$ cat src/rtl/lane_judge.sv
// Rhythm-game lane judge: synchronises the lane key, tracks one falling block and
// grades hits. Define LANE_JUDGE_PENALTY_EN to penalise presses made outside the window.
module lane_judge (
  input  logic       clk,
  input  logic       rst,
  input  logic       key,
  input  logic [9:0] block_h,
  input  logic       stop_or_endgame,
  output logic       hit_perfect,
  output logic       hit_good,
  output logic       miss,
  output logic [9:0] score,
  output logic [6:0] combo,
  output logic [6:0] max_combo,
  output logic [1:0] state
);

  typedef enum logic [1:0] {
    IDLE    = 2'd0,
    FALLING = 2'd1,
    WINDOW  = 2'd2,
    JUDGED  = 2'd3
  } state_t;

  localparam logic [9:0] H_OFF       = 10'd720;
  localparam logic [9:0] H_WIN_LO    = 10'd600;
  localparam logic [9:0] H_WIN_HI    = 10'd680;
  localparam logic [9:0] H_PERF_LO   = 10'd630;
  localparam logic [9:0] H_PERF_HI   = 10'd650;
  localparam logic [9:0] SCORE_MAX   = 10'd999;
  localparam logic [6:0] COMBO_MAX   = 7'd127;

  state_t      cur, nxt;
  logic        s1, s2, s3;
  logic [9:0]  prev_h;
  logic        key_rise, new_block, in_window, in_perfect;
  logic        do_perfect, do_good, do_miss, do_penalty;
  logic [10:0] score_sum;
  logic [9:0]  score_hit;
  logic [6:0]  combo_inc;

  assign key_rise   = s2 & ~s3;
  assign new_block  = (block_h < prev_h);
  assign in_window  = (block_h >= H_WIN_LO) && (block_h <= H_WIN_HI);
  assign in_perfect = (block_h >= H_PERF_LO) && (block_h <= H_PERF_HI);
  assign state      = cur;

  assign score_sum = {1'b0, score} + (do_perfect ? 11'd3 : 11'd1);
  assign score_hit = (score_sum > {1'b0, SCORE_MAX}) ? SCORE_MAX : score_sum[9:0];
  assign combo_inc = (combo == COMBO_MAX) ? COMBO_MAX : combo + 7'd1;

  always_comb begin
    nxt        = cur;
    do_perfect = 1'b0;
    do_good    = 1'b0;
    do_miss    = 1'b0;
    do_penalty = 1'b0;
    case (cur)
      IDLE: begin
        if (new_block) nxt = FALLING;
      end
      FALLING: begin
        if (new_block)            nxt = FALLING;
        else if (in_window)       nxt = WINDOW;
        else if (block_h == H_OFF) nxt = IDLE;
`ifdef LANE_JUDGE_PENALTY_EN
        else if (key_rise)        do_penalty = 1'b1;
`endif
      end
      WINDOW: begin
        // A new block takes priority: the old one is dropped unjudged.
        if (new_block) begin
          nxt = FALLING;
        end else if (key_rise) begin
          nxt        = JUDGED;
          do_perfect = in_window & in_perfect;
          do_good    = in_window & ~in_perfect;
          do_miss    = ~in_window;
        end else if (block_h > H_WIN_HI) begin
          nxt     = JUDGED;
          do_miss = 1'b1;
        end
      end
      JUDGED: begin
        if (new_block)             nxt = FALLING;
        else if (block_h == H_OFF) nxt = IDLE;
      end
      default: nxt = IDLE;
    endcase
    if (stop_or_endgame) begin
      nxt        = cur;
      do_perfect = 1'b0;
      do_good    = 1'b0;
      do_miss    = 1'b0;
      do_penalty = 1'b0;
    end
  end

  always_ff @(posedge clk or posedge rst) begin
    if (rst) begin
      cur         <= IDLE;
      s1          <= 1'b0;
      s2          <= 1'b0;
      s3          <= 1'b0;
      prev_h      <= H_OFF;
      hit_perfect <= 1'b0;
      hit_good    <= 1'b0;
      miss        <= 1'b0;
      score       <= 10'd0;
      combo       <= 7'd0;
      max_combo   <= 7'd0;
    end else begin
      // Synchroniser keeps running while frozen so a press made then is consumed.
      s1          <= key;
      s2          <= s1;
      s3          <= s2;
      cur         <= nxt;
      hit_perfect <= do_perfect;
      hit_good    <= do_good;
      miss        <= do_miss | do_penalty;
      if (!stop_or_endgame) prev_h <= block_h;
      if (do_perfect || do_good) begin
        score     <= score_hit;
        combo     <= combo_inc;
        max_combo <= (combo_inc > max_combo) ? combo_inc : max_combo;
      end else if (do_miss) begin
        combo <= 7'd0;
      end else if (do_penalty) begin
        score <= (score == 10'd0) ? 10'd0 : score - 10'd1;
        combo <= 7'd0;
      end
    end
  end

endmodule

$ cat config.mk
export PLATFORM = sky130hd
export DESIGN_NAME = lane_judge
export DESIGN_NICKNAME = d
export VERILOG_FILES = /design/src/rtl/lane_judge.sv
export SDC_FILE = /design/constraint.sdc
export NUM_CORES = 1
export LEC_CHECK = 0
export ABC_AREA = 1
export CORE_AREA = 4 4 89 91
export CTS_BUF_LIST = sky130_fd_sc_hd__clkbuf_16
export DETAILED_ROUTE_END_ITERATION = 10
export DIE_AREA = 0 0 93 95
export PLACE_DENSITY = 0.66
export SLEW_MARGIN = 0
export SYNTH_ARGS = -nofsm -noshare
export SYNTH_HDL_FRONTEND = slang
export SYNTH_SLANG_ARGS = --single-unit
$ cat constraint.sdc
create_clock -name clk -period 2.9 [get_ports clk]
set_input_delay 0.87 -clock clk [delete_from_list [all_inputs] [get_ports clk]]
set_output_delay 0.87 -clock clk [all_outputs]
set_load 0.01 [all_outputs]
**Word level (Yosys, flattened, before mapping)**

Cells that the tools add are included.
Widths: inputs -> output; s select.

- Flip-flop bits (word level): 42
- Input bits: 14
- Output and inout bits: 29
- Logic and storage cells: 69

- Add/sub/neg operators: 2
- Magnitude comparators: 8
- Equal/unequal tests: 7
- Mux-type cells: 27
- Bitwise operators: 7
- Reductions and logical operators: 7

Operators with widths:

| kind | count |
|---|---|
| $mux 7 | 3 |
| $ge 10x10->1 const B | 2 |
| $le 10x10->1 const B | 2 |
| $mux 2 | 9 |
| $mux 1 | 13 |
| $add 10x2->11 | 1 |
| $gt 11x10->1 const B | 1 |
| $eq 10x10->1 const B | 1 |
| $gt 10x10->1 const B | 1 |
| $lt 10x10->1 | 1 |
| $mux 10 | 1 |
| $pmux 2 s4 | 1 |
| $add 7x1->7 const B | 1 |
| $eq 7x7->1 const B | 1 |
| $gt 7x7->1 | 1 |
| $eq 2x2->1 const B | 2 |
| $ne 4x4->1 const B | 1 |
| $not 1->1 | 4 |
| $and 1x1->1 | 3 |
| $reduce_and 3->1 | 1 |
| $eq 2x1->1 const B | 1 |
| $logic_and 1x1->1 | 2 |
| $logic_not 2->1 | 1 |
| $ne 2x2->1 const B | 1 |
| other kinds (3) | 3 |

**Longest topological paths before layout**

- Word-level depth: 11
- Gate-level depth with buffers: 26

**Worst setup path after synthesis**

OpenSTA, ideal clock, no wires.

- Path type: in2reg
- Start: input port block_h[9]
- End: register score[4]
- Library setup time: 0.121 ns
- Arrival time: 3.065 ns
- Slack: -0.286 ns
- Stages: 18
- Cell sequence: ha_1 a21o_1 nor2_1 nand3_2 nand2_2 nor2_8 nand2_2 nand2_2 nand2_1 inv_1 ha_1 or3_1 nor2_1 nor2_1 nand2_1 nand3_4 nand3_1 o21ai_1

- Cells in the longest elaborated chain, start to end: 11
- Elaborated cells on any way between the ends: 23
- Those cells by class: 1 x add/sub; 6 x order compare; 10 x mux; 3 x bitwise; 3 x reduce/logical

Ends and longest elaborated chain:

| what | RTL line | source |
|---|---|---|
| start: declaration | 7 | `input logic [9:0] block_h,` |
| $ge 10x10->1, or another cell as far along | 44 | `assign in_window = (block_h >= H_WIN_LO) && (block_h <= H_WIN_HI);` |
| $logic_and 1x1->1, on equally long branches | 44, 45 |  |
| $and 1x1->1 | 76 | `do_perfect = in_window & in_perfect;` |
| $mux 1 | 74 | `end else if (key_rise) begin` |
| $mux 1 | 72 | `if (new_block) begin` |
| $mux 1 | 58 | `case (cur)` |
| $mux 1 | 90 | `if (stop_or_endgame) begin` |
| $mux 2 | 48 | `assign score_sum = {1'b0, score} + (do_perfect ? 11'd3 : 11'd1);` |
| $add 10x2->11 | 48 |  |
| $gt 11x10->1 | 49 | `assign score_hit = (score_sum > {1'b0, SCORE_MAX}) ? SCORE_MAX : score_sum[9:0];` |
| $mux 10 | 49 |  |
| end signal: assignment | 123 | `score <= score_hit;` |
| end signal: assignment | 129 | `score <= (score == 10'd0) ? 10'd0 : score - 10'd1;` |
| end: declaration | 12 | `output logic [9:0] score,` |

Several ways; a longest one is shown, not always the timed one.
A chain may end at the register's enable or synchronous reset.

**Worst setup path in the final report**

- Start: input port block_h[7]
- End: register score[8]

The elaborated chain is that of the path after synthesis.

==> results.env <==
STATUS='complete, but fails checks'
FAILING_CHECKS='negative setup slack'
REPORT.FINAL.SLEW_VIOL_COUNT=0
GRT_SETUP_UNREPAIRED='true'
POST_SYNTH_INST_COUNT=373
LAYOUT-DRIVE-GT1-SHARE_PCT=32.3
MAX_SLEW.WORST_PIN.SLEW_NS=0.740
TIMING.FINAL.CRIT_SHARE_PCT=104
START_UTIL_PCT=39.3
VDD_IR_DROP_MAX_mV=0.289
FIN_WORST_HOLD_SLACK_NS=0.361
CTS.HOLD.BUFFERS_ADDED=0
SYNTH-SEQ-AREA-SHARE_PCT=37.6
SYN_AVG_CELL_AREA_SQ_UM=7.52
WIDTH_OF_THE_DIE_UM=93
HTREE_NUM_LEVELS=2
PLACED_CELL_AREA_SQ_UM=3790
NUM_ANTENNA_CELLS=0
DRT_WL_TOTAL_UM=7130
FINAL_HOLD_VIOL_COUNT=0
BOUNDARYPINS=43
GRT_START_MAX_NET_PINS=43
ROUTABILITYCONGESTION=0.886
REPORT.FINAL.SETUP_VIOL=9
MOST_COMMON_LIBRARY_CELL_IN_THE_LAYOUT_IGNORING_FILL_AND_TAPS='nand2_1'
GRT_PASS1_VIAS=2663
ACHIEVABLE-FREQUENCY_MHz=332
DR.FIRST_ITER.DRC_COUNT=91
FF_LATCH_AREA_SQ_UM=1060
ANTENNA_FOUND_INITIAL=0
ROWS=31
GRT_FIRST_PASS_WIRELENGTH_UM=11700
SETUP.WORST_PATH.CLASS='input pin to flip-flop'
FIN_CRIT_NS=3.01
POWER-PER-CELL-AREA_nW_PER_UM2=432
POSTLAYOUTCELLAREA_SQ_UM=4200
CTS_TREE='built'
FINALNETCOUNT=503
CAP_VIOL_MAX_COUNT=0
CTS_ROOT_BUFFER='clkbuf_16'
HOLD_PATH.CLASS='flip-flop to flip-flop'
SYNTHESIS.AREA_SQ_UM=2810
FINAL_WORST_SETUP_SLACK_NS=-0.112
P_LEAK_nW=2.11
TOTAL_CTS_BUFFERS=5
ANT_NETS=0
HIGHEST_COUNT_CELLS_IN_THE_LAYOUT_IGNORING_FILL_AND_TAPS='nand2_1 (76), inv_1 (63), buf_4 (50)'
FINAL_CORE_UTIL_PCT=58.9
YS_WARN_COUNT=0
STARTPOINT_TYPE='input pin'
GLOBALROUTE.TOTALOVERFLOW=0
AREA_OCCUPIED_BY_MULTI_INPUT_GATES_SQ_UM=1790
SKEW_NS=0.00637
MAX-CLOCK-PATH-BUFFERS=2
FILLCELLCOUNT=671
PLACEABLECOREAREA_SQ_UM=7140
WORSTPATHREQUIRED_NS=3.12
CRITICAL_PATH_PEAK_FANOUT=6
DESIGN.DIE.AREA_SQ_UM=8840
WORSTSKEWPAIRLATENCY_NS=0.28
YS_FF_LATCH=42
TIMING.MAX_SLEW.REL_SLACK_PCT=50.3
POST_DRT_WL_PER_CELL_UM=12.5
PATH_CLK_SLEW_NS=0.06
DIE_H_UM=95
PORTBUFFERS=42
DRT-VIAS-PER-INSTANCE=4.81
SYNTH_CELL_TYPE_COUNT=40
WORSTSETUPENDPOINTTYPE='flip-flop'
SYNTHESIS.NETS=406
ARRIVAL_NS=3.23
CLOCK-SINKS=42
NUMBER_OF_VIAS_IN_THE_ROUTED_LAYOUT=2740
POST_ROUTE_DRC_VIOLATION_COUNT=0
AREA.GROWTH.SYNTH_TO_FINAL_PCT=49.8
PRE_ANTENNA_DRT_ITERS=4
GRT_USAGE_PCT=16.2
HPWL_UM=5160
routing by layer:
metal | share of wire, % | wire [um] | global-route usage [%] | up-vias
met4 | 1.9 | 133 | 5.13 | 0
met5 | 0 | 0 | 0 | -
met3 | 3.5 | 252 | 3.27 | 13
met2 | 48 | 3450 | 27.8 | 58
met1 | 46 | 3290 | 20.7 | 1288
li1 | - | - | - | 1381
metrics by stage:
step,TNS [ns],worst slack [ns],instances,total power [mW]
6_report,-0.632,-0.112,570,1.82
5_1_grt,-3.34,-0.252,570,1.93
4_1_cts,-0.294,-0.0508,567,1.79
3_5_place_dp,-9.13,-0.848,556,1.20
3_3_place_gp,-8.51,-0.806,556,1.19
2_1_floorplan,-1.39,-0.197,373,0.979
flip-flops by register name, summed over array words and instances, names as in the netlist:
signal	flops
combo	7
hit_good	1
hit_perfect	1
max_combo	7
miss	1
prev_h	10
s1	1
s2	1
s3	1
score	10
state	2
power by group:
part           switching [mW]  total, mW  leakage (nW)  internal, mW
sequential             0.0426      0.674         0.510         0.632
combinational           0.318      0.591          1.53         0.273
clock                   0.232      0.550        0.0698         0.319
total                   0.592       1.82          2.11          1.22
cells in the mapped netlist, drive strengths merged:
| library cell | instances | share of area (%) |
|---|---|---|
| clkinv | 1 | 0.13 |
| o21ai | 33 | 5.9 |
| xnor2 | 1 | 0.31 |
| nand3 | 22 | 5.6 |
| or3 | 1 | 0.22 |
| ha | 19 | 8.5 |
| clkbuf | 3 | 0.40 |
| o31ai | 1 | 0.27 |
| mux2i | 1 | 0.36 |
| nor3b | 1 | 0.27 |
| nor2 | 36 | 6.4 |
| a21oi | 10 | 1.8 |
| nand2 | 99 | 15 |
| a31oi | 1 | 0.76 |
| nor3 | 9 | 1.6 |
| nor4 | 1 | 0.22 |
| a22o | 1 | 0.31 |
| o211ai | 1 | 0.27 |
| inv | 73 | 9.8 |
| a211oi | 1 | 0.27 |
| nand4 | 9 | 2.2 |
| a22oi | 1 | 0.27 |
| a21o | 1 | 0.27 |
| o21bai | 1 | 0.40 |
| dfrtp | 38 | 34 |
| dfstp | 4 | 3.7 |
| xor2 | 1 | 0.31 |
| o2111ai | 1 | 0.31 |
| o22ai | 1 | 0.22 |
| buf | 1 | 0.18 |
final cells by class:
class,count,area share [%]
Sequential cell,42,25.1
Clock inverter,3,0.506
Timing Repair Buffer,94,19.2
Tap cell,99,2.95
Multi-Input combinational cell,253,42.5
Inverter,74,6.73
Clock buffer,5,2.98
repair_timing:
item,CTS,global route
gates resized for setup,60,44
setup endpoints to repair,10,17
pin swaps,27,26
gates cloned,0,0
setup buffers,3,3
hold endpoints to repair,0,0
worst paths after layout:
path	startpoint	end	slack, ns	depth (start not counted)
min	s1$_DFF_PP0_	s2$_DFF_PP0_	0.36	0
max reg2reg	prev_h[7]$_DFFE_PP1N_	score[8]$_DFFE_PP0N_	-0.02	20
min reg2reg	s1$_DFF_PP0_	s2$_DFF_PP0_	0.36	0
max	block_h[7]	score[8]$_DFFE_PP0N_	-0.11	20
min in group asynchronous	rst	max_combo[5]$_DFFE_PP0P_	1.02	3
max in group asynchronous	rst	prev_h[4]$_DFFE_PP1N_	1.50	3
cells by family after synthesis:
logic type               count (synthesis)  synth area share [%]
AO/OA/AOI/OAI                           53                  11.0
XOR/XNOR                                 2                 0.625
adder cells (fa/ha/maj)                 19                  8.47
buffers and inverters                   78                  10.5
flip-flops                              42                  37.6
multiplexers                             1                 0.357
AND/OR/NAND/NOR                        178                  31.4
critical path, stage by stage:
cell	delay, ns
buf_8	0.10
ha_4	0.27
nand2_4	0.05
nor2_4	0.12
nand3_2	0.10
nand3_4	0.11
nand2_4	0.07
nor2_8	0.16
nand3_4	0.10
nand2_4	0.09
inv_4	0.04
ha_4	0.23
or3_4	0.33
nor2_2	0.08
nor2_1	0.05
nand2_1	0.10
nand3_4	0.13
nand2_2	0.10
nand2_2	0.05
nand2_1	0.07
(Power assumes the default switching activity.)
